`src/rtl/sobel_window_stream_if.sv`:
```
// Stream bundle for the Sobel window generator: input pixel columns and output 3x3 windows.
// The master side feeds columns and consumes windows, and the slave side is the window generator.
interface sobel_window_stream_if #(
  parameter int DW = 8
);
  logic [DW-1:0] col_top_i;
  logic [DW-1:0] col_mid_i;
  logic [DW-1:0] col_bot_i;
  logic          in_valid;
  logic          in_ready;
  logic [DW-1:0] w0_o;
  logic [DW-1:0] w1_o;
  logic [DW-1:0] w2_o;
  logic [DW-1:0] w3_o;
  logic [DW-1:0] w4_o;
  logic [DW-1:0] w5_o;
  logic [DW-1:0] w6_o;
  logic [DW-1:0] w7_o;
  logic [DW-1:0] w8_o;
  logic          out_valid;
  logic          out_ready;
  logic          out_sof;
  logic          out_eol;
  logic          out_eof;

  modport master (
    output col_top_i, col_mid_i, col_bot_i, in_valid, out_ready,
    input  in_ready, w0_o, w1_o, w2_o, w3_o, w4_o, w5_o, w6_o, w7_o, w8_o,
    input  out_valid, out_sof, out_eol, out_eof
  );

  modport slave (
    input  col_top_i, col_mid_i, col_bot_i, in_valid, out_ready,
    output in_ready, w0_o, w1_o, w2_o, w3_o, w4_o, w5_o, w6_o, w7_o, w8_o,
    output out_valid, out_sof, out_eol, out_eof
  );
endinterface

```
`src/rtl/sobel_window_stream.sv`:
```
// 3x3 window generator for the Sobel datapath: one column in per transfer, one registered,
// border-masked window out per image pixel, with valid/ready on both sides and frame markers.
module sobel_window_stream #(
  parameter int DW          = 8,
  parameter int COLS        = 640,
  parameter int ROWS        = 480,
  parameter int BORDER_MODE = 0
) (
  input  logic                 clk,
  input  logic                 rst,
  sobel_window_stream_if.slave bus
);
  localparam int COL_W = $clog2(COLS);
  localparam int ROW_W = $clog2(ROWS);
  localparam logic [COL_W-1:0] COL_LAST = COL_W'(COLS - 1);
  localparam logic [COL_W-1:0] COL_PEN  = COL_W'(COLS - 2);
  localparam logic [ROW_W-1:0] ROW_LAST = ROW_W'(ROWS - 1);

  typedef enum logic [1:0] {PRIME, RUN, FLUSH} state_t;

  state_t            state_reg, state_next;
  logic [COL_W-1:0]  col_reg, col_next;
  logic [ROW_W-1:0]  row_reg, row_next;
  logic              in_ready, can_load, load, accept;
  logic              at_top, at_bot, at_left, at_right;

  // Two stored columns per row; the incoming column completes the window.
  logic [DW-1:0]     sr_reg   [3][2];
  logic [DW-1:0]     col_in   [3];
  logic [DW-1:0]     raw      [3][3];
  logic [DW-1:0]     tap_next [9];
  logic [DW-1:0]     tap_reg  [9];
  logic              out_valid_reg, sof_reg, eol_reg, eof_reg;

  assign col_in[0] = bus.col_top_i;
  assign col_in[1] = bus.col_mid_i;
  assign col_in[2] = bus.col_bot_i;

  assign can_load = !out_valid_reg || bus.out_ready;
  assign accept   = bus.in_valid && in_ready;

  always_comb begin
    state_next = state_reg;
    in_ready   = 1'b0;
    load       = 1'b0;
    col_next   = col_reg;
    row_next   = row_reg;
    case (state_reg)
      PRIME: begin
        in_ready = 1'b1;
        if (bus.in_valid) state_next = RUN;
      end
      RUN: begin
        in_ready = can_load;
        if (bus.in_valid && can_load) begin
          load     = 1'b1;
          col_next = col_reg + COL_W'(1);
          if (col_reg == COL_PEN) state_next = FLUSH;
        end
      end
      FLUSH: begin
        if (can_load) begin
          load       = 1'b1;
          col_next   = '0;
          row_next   = (row_reg == ROW_LAST) ? '0 : row_reg + ROW_W'(1);
          state_next = PRIME;
        end
      end
      default: state_next = PRIME;
    endcase
  end

  assign at_top   = (row_reg == '0);
  assign at_bot   = (row_reg == ROW_LAST);
  assign at_left  = (col_reg == '0);
  assign at_right = (col_reg == COL_LAST);

  // During FLUSH the right column comes from the input bus but is always masked.
  genvar gi;
  generate
    for (gi = 0; gi < 3; gi++) begin : g_raw
      assign raw[gi][0] = sr_reg[gi][0];
      assign raw[gi][1] = sr_reg[gi][1];
      assign raw[gi][2] = col_in[gi];
    end

    for (gi = 0; gi < 9; gi++) begin : g_tap
      localparam int R = gi / 3;
      localparam int C = gi % 3;
      logic row_mask, col_mask;
      assign row_mask = (R == 0 && at_top) || (R == 2 && at_bot);
      assign col_mask = (C == 0 && at_left) || (C == 2 && at_right);
      if (BORDER_MODE == 0) begin : g_zero
        assign tap_next[gi] = (row_mask || col_mask) ? '0 : raw[R][C];
      end else begin : g_rep
        assign tap_next[gi] = (row_mask && col_mask) ? raw[1][1] :
                              row_mask               ? raw[1][C] :
                              col_mask               ? raw[R][1] : raw[R][C];
      end
    end
  endgenerate

  always_ff @(posedge clk or negedge rst) begin
    if (!rst) begin
      state_reg     <= PRIME;
      col_reg       <= '0;
      row_reg       <= '0;
      out_valid_reg <= 1'b0;
      sof_reg       <= 1'b0;
      eol_reg       <= 1'b0;
      eof_reg       <= 1'b0;
      for (int i = 0; i < 3; i++) begin
        sr_reg[i][0] <= '0;
        sr_reg[i][1] <= '0;
      end
      for (int i = 0; i < 9; i++) tap_reg[i] <= '0;
    end else begin
      state_reg <= state_next;
      col_reg   <= col_next;
      row_reg   <= row_next;
      if (accept) begin
        for (int i = 0; i < 3; i++) begin
          sr_reg[i][0] <= sr_reg[i][1];
          sr_reg[i][1] <= col_in[i];
        end
      end
      if (load) begin
        out_valid_reg <= 1'b1;
        sof_reg       <= at_top && at_left;
        eol_reg       <= at_right;
        eof_reg       <= at_bot && at_right;
        for (int i = 0; i < 9; i++) tap_reg[i] <= tap_next[i];
      end else if (bus.out_ready) begin
        out_valid_reg <= 1'b0;
      end
    end
  end

  assign bus.in_ready  = in_ready;
  assign bus.out_valid = out_valid_reg;
  assign bus.out_sof   = sof_reg;
  assign bus.out_eol   = eol_reg;
  assign bus.out_eof   = eof_reg;
  assign bus.w0_o      = tap_reg[0];
  assign bus.w1_o      = tap_reg[1];
  assign bus.w2_o      = tap_reg[2];
  assign bus.w3_o      = tap_reg[3];
  assign bus.w4_o      = tap_reg[4];
  assign bus.w5_o      = tap_reg[5];
  assign bus.w6_o      = tap_reg[6];
  assign bus.w7_o      = tap_reg[7];
  assign bus.w8_o      = tap_reg[8];
endmodule
```
`src/flat_wrapper.sv`:
```
// flat-port wrapper written by rule: the top's interface ports become plain ports
module sobel_window_stream_flat 
#(
  parameter int DW          = 8,
  parameter int COLS        = 640,
  parameter int ROWS        = 480,
  parameter int BORDER_MODE = 0
)
  (clk, rst, bus_col_top_i, bus_col_mid_i, bus_col_bot_i, bus_in_valid, bus_out_ready, bus_in_ready, bus_w0_o, bus_w1_o, bus_w2_o, bus_w3_o, bus_w4_o, bus_w5_o, bus_w6_o, bus_w7_o, bus_w8_o, bus_out_valid, bus_out_sof, bus_out_eol, bus_out_eof);
  sobel_window_stream_if #(.DW(DW)) bus_i ();
  input  logic clk;
  input  logic rst;
  input wire logic [$bits(bus_i.col_top_i)-1:0] bus_col_top_i;
  input wire logic [$bits(bus_i.col_mid_i)-1:0] bus_col_mid_i;
  input wire logic [$bits(bus_i.col_bot_i)-1:0] bus_col_bot_i;
  input wire logic [$bits(bus_i.in_valid)-1:0] bus_in_valid;
  input wire logic [$bits(bus_i.out_ready)-1:0] bus_out_ready;
  output wire logic [$bits(bus_i.in_ready)-1:0] bus_in_ready;
  output wire logic [$bits(bus_i.w0_o)-1:0] bus_w0_o;
  output wire logic [$bits(bus_i.w1_o)-1:0] bus_w1_o;
  output wire logic [$bits(bus_i.w2_o)-1:0] bus_w2_o;
  output wire logic [$bits(bus_i.w3_o)-1:0] bus_w3_o;
  output wire logic [$bits(bus_i.w4_o)-1:0] bus_w4_o;
  output wire logic [$bits(bus_i.w5_o)-1:0] bus_w5_o;
  output wire logic [$bits(bus_i.w6_o)-1:0] bus_w6_o;
  output wire logic [$bits(bus_i.w7_o)-1:0] bus_w7_o;
  output wire logic [$bits(bus_i.w8_o)-1:0] bus_w8_o;
  output wire logic [$bits(bus_i.out_valid)-1:0] bus_out_valid;
  output wire logic [$bits(bus_i.out_sof)-1:0] bus_out_sof;
  output wire logic [$bits(bus_i.out_eol)-1:0] bus_out_eol;
  output wire logic [$bits(bus_i.out_eof)-1:0] bus_out_eof;
  assign bus_i.col_top_i = bus_col_top_i;
  assign bus_i.col_mid_i = bus_col_mid_i;
  assign bus_i.col_bot_i = bus_col_bot_i;
  assign bus_i.in_valid = bus_in_valid;
  assign bus_i.out_ready = bus_out_ready;
  assign bus_in_ready = bus_i.in_ready;
  assign bus_w0_o = bus_i.w0_o;
  assign bus_w1_o = bus_i.w1_o;
  assign bus_w2_o = bus_i.w2_o;
  assign bus_w3_o = bus_i.w3_o;
  assign bus_w4_o = bus_i.w4_o;
  assign bus_w5_o = bus_i.w5_o;
  assign bus_w6_o = bus_i.w6_o;
  assign bus_w7_o = bus_i.w7_o;
  assign bus_w8_o = bus_i.w8_o;
  assign bus_out_valid = bus_i.out_valid;
  assign bus_out_sof = bus_i.out_sof;
  assign bus_out_eol = bus_i.out_eol;
  assign bus_out_eof = bus_i.out_eof;
  sobel_window_stream #(.DW(DW), .COLS(COLS), .ROWS(ROWS), .BORDER_MODE(BORDER_MODE)) u_core (.clk(clk), .rst(rst), .bus(bus_i));
endmodule
```
`config.mk`:
```
export PLATFORM = sky130hd
export DESIGN_NAME = sobel_window_stream_flat
export DESIGN_NICKNAME = d
export VERILOG_FILES = /design/src/rtl/sobel_window_stream_if.sv /design/src/rtl/sobel_window_stream.sv /design/src/flat_wrapper.sv
export SDC_FILE = /design/constraint.sdc
export NUM_CORES = 1
export LEC_CHECK = 0
export CAP_MARGIN = 25
export CORE_MARGIN = 1.5
export CORE_UTILIZATION = 56
export DETAILED_ROUTE_END_ITERATION = 7
export HOLD_SLACK_MARGIN = 0.08
export PLACE_DENSITY_LB_ADDON = 0.12
export SKIP_LAST_GASP = 1
export SLEW_MARGIN = 30
export SYNTH_ARGS = -nofsm -noshare
export SYNTH_HDL_FRONTEND = slang
export SYNTH_SLANG_ARGS = --single-unit
```
`constraint.sdc`:
```
create_clock -name clk -period 3.7 [get_ports clk]
set_input_delay 0.555 -clock clk [delete_from_list [all_inputs] [get_ports clk]]
set_output_delay 0.555 -clock clk [all_outputs]
set_load 0.05 [all_outputs]
```
======== Word-level counts from Yosys, hierarchy flattened ========
Index checks and enable logic that the tools add are counted.
storage, ports and cells
  register bits ........................... 145
  latch bits .............................. 0
  memory bits (writable) .................. 0
  memory bits (read-only) ................. 0
  output and inout port bits .............. 77
  word-level logic and storage cells ...... 74
  memories ................................ 0
cells by class
  add/sub/neg operators ................... 2
  multiply operators ...................... 0
  div/mod/pow operators ................... 0
  order comparisons ....................... 0
  eq/ne operators ......................... 9
  shift operators ......................... 0
  mux-type cells .......................... 23
  bitwise operators ....................... 0
  reductions and logical operators ........ 18
operator list
  kind                   count
  $mux 8                 8
  $eq 10x10->1 const B   2
  $mux 10                2
  $pmux 10 s2            1
  $add 10x1->10 const B  1
  $logic_not 10->1       1
  $add 9x1->9 const B    1
  $eq 9x9->1 const B     1
  $logic_not 9->1        1
  $mux 9                 1
  $mux 2                 4
  $ne 2x1->1 const B     3
  $pmux 2 s3             1
  $logic_or 1x1->1       5
  $logic_and 1x1->1      4
  $mux 1                 4
  $pmux 1 s2             2
  $reduce_and 4->1       1
  $reduce_bool 2->1      2
  $reduce_and 3->1       1
  $eq 2x1->1 const B     1
  $eq 2x2->1 const B     1
  $logic_not 2->1        1
  $ne 2x2->1 const B     1
  2 further kinds        2

======== Logic depth before layout (Yosys ltp) ========
  depth after elaboration ................. 6
  gate-level depth with buffers ........... 10
  depth with buffers taken out ............ 6

======== Least setup slack after synthesis ========
No wires, ideal clock.
  path type ............................... register to register
  from .................................... register u_core.out_valid_reg (netlist: u_core.bus.out_valid)
  to ...................................... register u_core.sr_reg, in the netlist u_core.raw[10]
  setup time .............................. 0.125 ns
  data arrival time ....................... 2.092 ns
  slack ................................... 1.483 ns
  cell stages (with the launch flop) ...... 7
  path buffers ............................ 2
  period minus slack after synthesis ...... 2.217 ns
  path through ............................ dfrtp_1 -> nand2b_1 -> a21o_1 -> and2_1 -> buf_2 -> buf_2 -> mux2_2
on the way
  cells in the longest elaborated chain, start to end .. 4
RTL lines
  element                          line                        text
  from (decl)                      sobel_window_stream.sv:33   logic out_valid_reg, sof_reg, eol_reg, eof_reg;
  from (signal assigned)           sobel_window_stream.sv:108  out_valid_reg <= 1'b0;
  from (signal assigned)           sobel_window_stream.sv:128  out_valid_reg <= 1'b1;
  from (signal assigned)           sobel_window_stream.sv:134  out_valid_reg <= 1'b0;
  $logic_not 1->1                  sobel_window_stream.sv:39   assign can_load = !out_valid_reg || bus.out_ready;
  $logic_or 1x1->1                 sobel_window_stream.sv:39
  $pmux 1 s2                       sobel_window_stream.sv:48   case (state_reg)
  net bus_in_ready                 flat_wrapper.sv:18          output wire logic [$bits(bus_i.in_ready)-1:0] bus_in_ready;
  $logic_and 1x1->1                sobel_window_stream.sv:40   assign accept = bus.in_valid && in_ready;
  to (signal, indexed assignment)  sobel_window_stream.sv:123  sr_reg[i][0] <= sr_reg[i][1];
  to (signal, indexed assignment)  sobel_window_stream.sv:124  sr_reg[i][1] <= col_in[i];
  to (decl)                        sobel_window_stream.sv:28   logic [DW-1:0] sr_reg [3][2];
The timed path passes the listed nets, and every way through them passes these cells.
A chain may end at the register's enable or synchronous reset.

======== Worst setup path after layout ========
  from .................................... input port bus_out_ready
  to ...................................... output port bus_in_ready
on the way
  cells in the longest elaborated chain, start to end .. 2
RTL lines
  element           line                       text
  from (decl)       flat_wrapper.sv:17         input wire logic [$bits(bus_i.out_ready)-1:0] bus_out_ready;
  $logic_or 1x1->1  sobel_window_stream.sv:39
  $pmux 1 s2        sobel_window_stream.sv:48
  to (decl)         flat_wrapper.sv:18
No other way between the ends.

==> summary.txt <==
Run status
  – Status: finished, final reports clean

Cells and area
  – Final nets: about 570
  – Post-Layout Cell Count: roughly 680
  – Fill cells: ~690
  – Fin area: between 0.007 and 0.008 mm2
  – Core Util, Final: between 70% and 80%
  – Layout cell share with drive strength beyond 1: between 20% and 30%
  – N_diodes: 0
  – P&R area growth vs syn: 28.4%
  – Largest register FFs: 48

Worst setup path
  – CP Capture Type: output pin
  – Crit path launch type: input port
  – CP required: 3140 ps
  – Worst Setup Path Type: input port to output pin
  – CP max FO: 11
  – Worst Path Arrival: approximately 2400 ps

Detailed routing
  – Initial DRC count: roughly 190
  – Routed WL: around 12 mm
  – Vias: 3,974
  – Drt drc: 0
  – DR WL/cell: about 18 um
  – Final antenna-violating net count: 0
  – DRT Pass-1 Iters: 5
  – Avg Vias per Cell: 5.83

Synthesis
  – Synth Warn #: 0
  – Mux cell area share after synthesis: between 10% and 20%
  – Post-synthesis net count: around 460
  – Synth cell types: 49
  – Yosys top cell area share: 61.5%
  – EDFF count, synth: 0
  – Top-count cell post-synth: dfrtp_1
  – Synth Instances: between 400 and 500
  – Complex-gate fraction of the synthesized area: 14.0%
  – #FFs+latches synth: approximately 150
  – Commonest cells post-synth: dfrtp_1 (145), a22o_1 (65), mux2_2 (58)
  – Synth Flop Type: dfrtp_1
  – Synth Area in Adders: approximately 1.7%
  – Top cells by area, synth: dfrtp_1 (62%), mux2_2 (11%), a22o_1 (9.7%), ha_1 (1.7%), o21ai_0 (1.3%)
  – Async set or reset register ratio after synthesis: between 90% and 100%
  – Syn_area_per_cell: 13.8 um2
  – Mapped cell area: 0.00590 mm2
  – Area leader, netlist: dfrtp_1
  – Largest family of logic cells by synthesized area: compound AO/OA/AOI/OAI gates
  – Xor-xnor portion of the synthesized cell area: 0.594%
  – Simple-Gate Fraction of Synth Area: between 8 and 9%
  – Seq/Total Area, Yosys: between 60% and 70%

Timing
  – Fin. Hold Viols: 0
  – Max Transition Viols Final: 0
  – Setup tns final: 0 ps
  – Worst slew margin: about 45%
  – Slew @ Worst Pin: ~830 ps
  – Setup ws final: approximately 770 ps
  – Unrepaired setup endpoints after global routing: false
  – Worst clock skew: approximately 7.9 ps
  – Final setup viols: 0
  – WHS: around 97 ps
  – Crit path time final: approximately 2900 ps
  – Peak Freq: 342 MHz
  – Period utilization: roughly four fifths

Die
  – Effective utilization at floorplan: 57.4%
  – Placeable core region: just over 0.01 mm2
  – Height of the die: ~110 um
  – IO Count: 105
  – # rows: 37
  – Chip width: 106 um
  – Die area: about 0.011 mm2

Placement
  – Routability congestion estimate: about 0.83
  – Placed cells: between 600 and 700
  – Dpl cell area: a little over 0.007 mm2
  – Worst Setup Slack post-DPL: 798 ps
  – Post-DP HPWL: roughly 8 mm
  – PortBufs: roughly 100

Power and ir drop
  – Design Power: 7.68 mW
  – Sw frac: around 42%
  – Peak VDD IR: around 550 uV
  – P_int: roughly 4.5 mW
  – Net Sw Power: about 3.2 mW
  – Flop pwr share: 35.7%
  – Clock share of power: between 10% and 20%
  – Leak: ~3.2 nW
  – PwrDens: between 1000 and 1500 mW/mm2
  – Gate power share: between 40 and 50%

CTS
  – TritonCTS clock tree: yes
  – H-tree Lvls: 4
  – CTS root buffer: clkbuf_8
  – Clock tree sinks: about 150
  – Worst-path clk slew: about 60 ps
  – Worst skew pair latency: 520 ps
  – Maximum buffer depth of the clock tree: 2
  – Post-CTS Setup Inserts: 0
  – CTS buffer count: 17
  – Cts repair resizes: 0
  – # hold bufs at CTS: 0

GRT
  – GRT Resource Usage Total: between 20% and 30%
  – Number of global-route vias before repair: ~3,900
  – Largest net degree at the start of global routing: about 90
  – First-pass GRT wire length: 20.3 mm
  – Initial antenna violation count: 0
  – Total grt overflow: 0

Run
  – MaxCap Viol Count: 0

Worst hold path
  – Worst Hold Class: input port to asynchronous set/reset pin
## layer usage
metal / global-route usage (%) / wire [um] / share of wire [%]
met4: 9.56 / 193 / 1.6
met1: 32.3 / 5530 / 45
met3: 5.32 / 482 / 3.9
met2: 37.3 / 6100 / 50
met5: 0 / 0 / 0
## cells in the final DEF (no fill, tap or decap), drive strengths merged, types with 3 or more instances in the layout
cell type / instances
a21oi: 5
o31ai: 10
clkinvlp: 5
nand3: 4
nand4: 7
or4: 3
nand2b: 4
nand2: 14
nor2: 14
a22o: 65
and3: 4
inv: 11
and2: 3
clkinv: 5
a21o: 3
o21ai: 15
ha: 8
clkbuf: 20
mux2: 58
or3: 3
clkdlybuf4s50: 103
buf: 5
dfrtp: 145
nor3: 9
## worst max-delay path, stage by stage
cell and delay [ps]:
clkdlybuf4s50_1 470, nand2b_1 340, a21o_1 200, clkdlybuf4s50_1 800
## path summary, 6_finish.rpt
| path | startpoint | end | slack (ps) | depth (start not counted) |
|---|---|---|---|---|
| worst min register to register | u_core.raw[66]$_DFFE_PN0P_ | u_core.bus.w0_o[2]$_DFFE_PN0P_ | 490 | 1 |
| worst max-delay path | bus_out_ready | bus_in_ready | 770 | 4 |
| max in group asynchronous | rst | u_core.bus.w3_o[2]$_DFFE_PN0P_ | 2810 | 2 |
| min in group clk | u_core.raw[66]$_DFFE_PN0P_ | u_core.bus.w0_o[2]$_DFFE_PN0P_ | 490 | 1 |
| worst min-delay path | rst | u_core.bus.w1_o[0]$_DFFE_PN0P_ | 100 | 1 |
| worst max register to register | u_core.state_reg[0]$_DFFE_PN0P_ | u_core.bus.w5_o[6]$_DFFE_PN0P_ | 1040 | 6 |
## power groups by stage
stage | logic (mW) | registers [mW] | clock network (mW)
floorplan | 1.14 | 3.92 | 0
global placement | 3.36 | 2.71 | 0
detailed placement | 3.44 | 2.75 | 0
CTS | 3.46 | 2.74 | 1.53
global route | 3.61 | 2.84 | 1.60
finish | 3.43 | 2.74 | 1.51
## area by class of cell
| type | instances | area (um2) | share of cell area, % |
|---|---|---|---|
| clock buffer | 20 | 445 | 5.88 |
| clock inverter | 12 | 83.8 | 1.11 |
| inverter | 9 | 33.8 | 0.446 |
| multi-input combinational | 252 | 2120 | 27.9 |
| sequential | 145 | 3630 | 47.9 |
| tap | 136 | 170 | 2.25 |
| timing repair buffer | 108 | 1100 | 14.5 |
## cells by family after synthesis
kind of cell	after synthesis
DFF	145
AOI/OAI and AO/OA	106
and+or+nand+nor	76
muxes	58
buffers and inverters	30
adders and majority gates	8
xor gates and xnor gates	4
(Power assumes the default switching activity.)
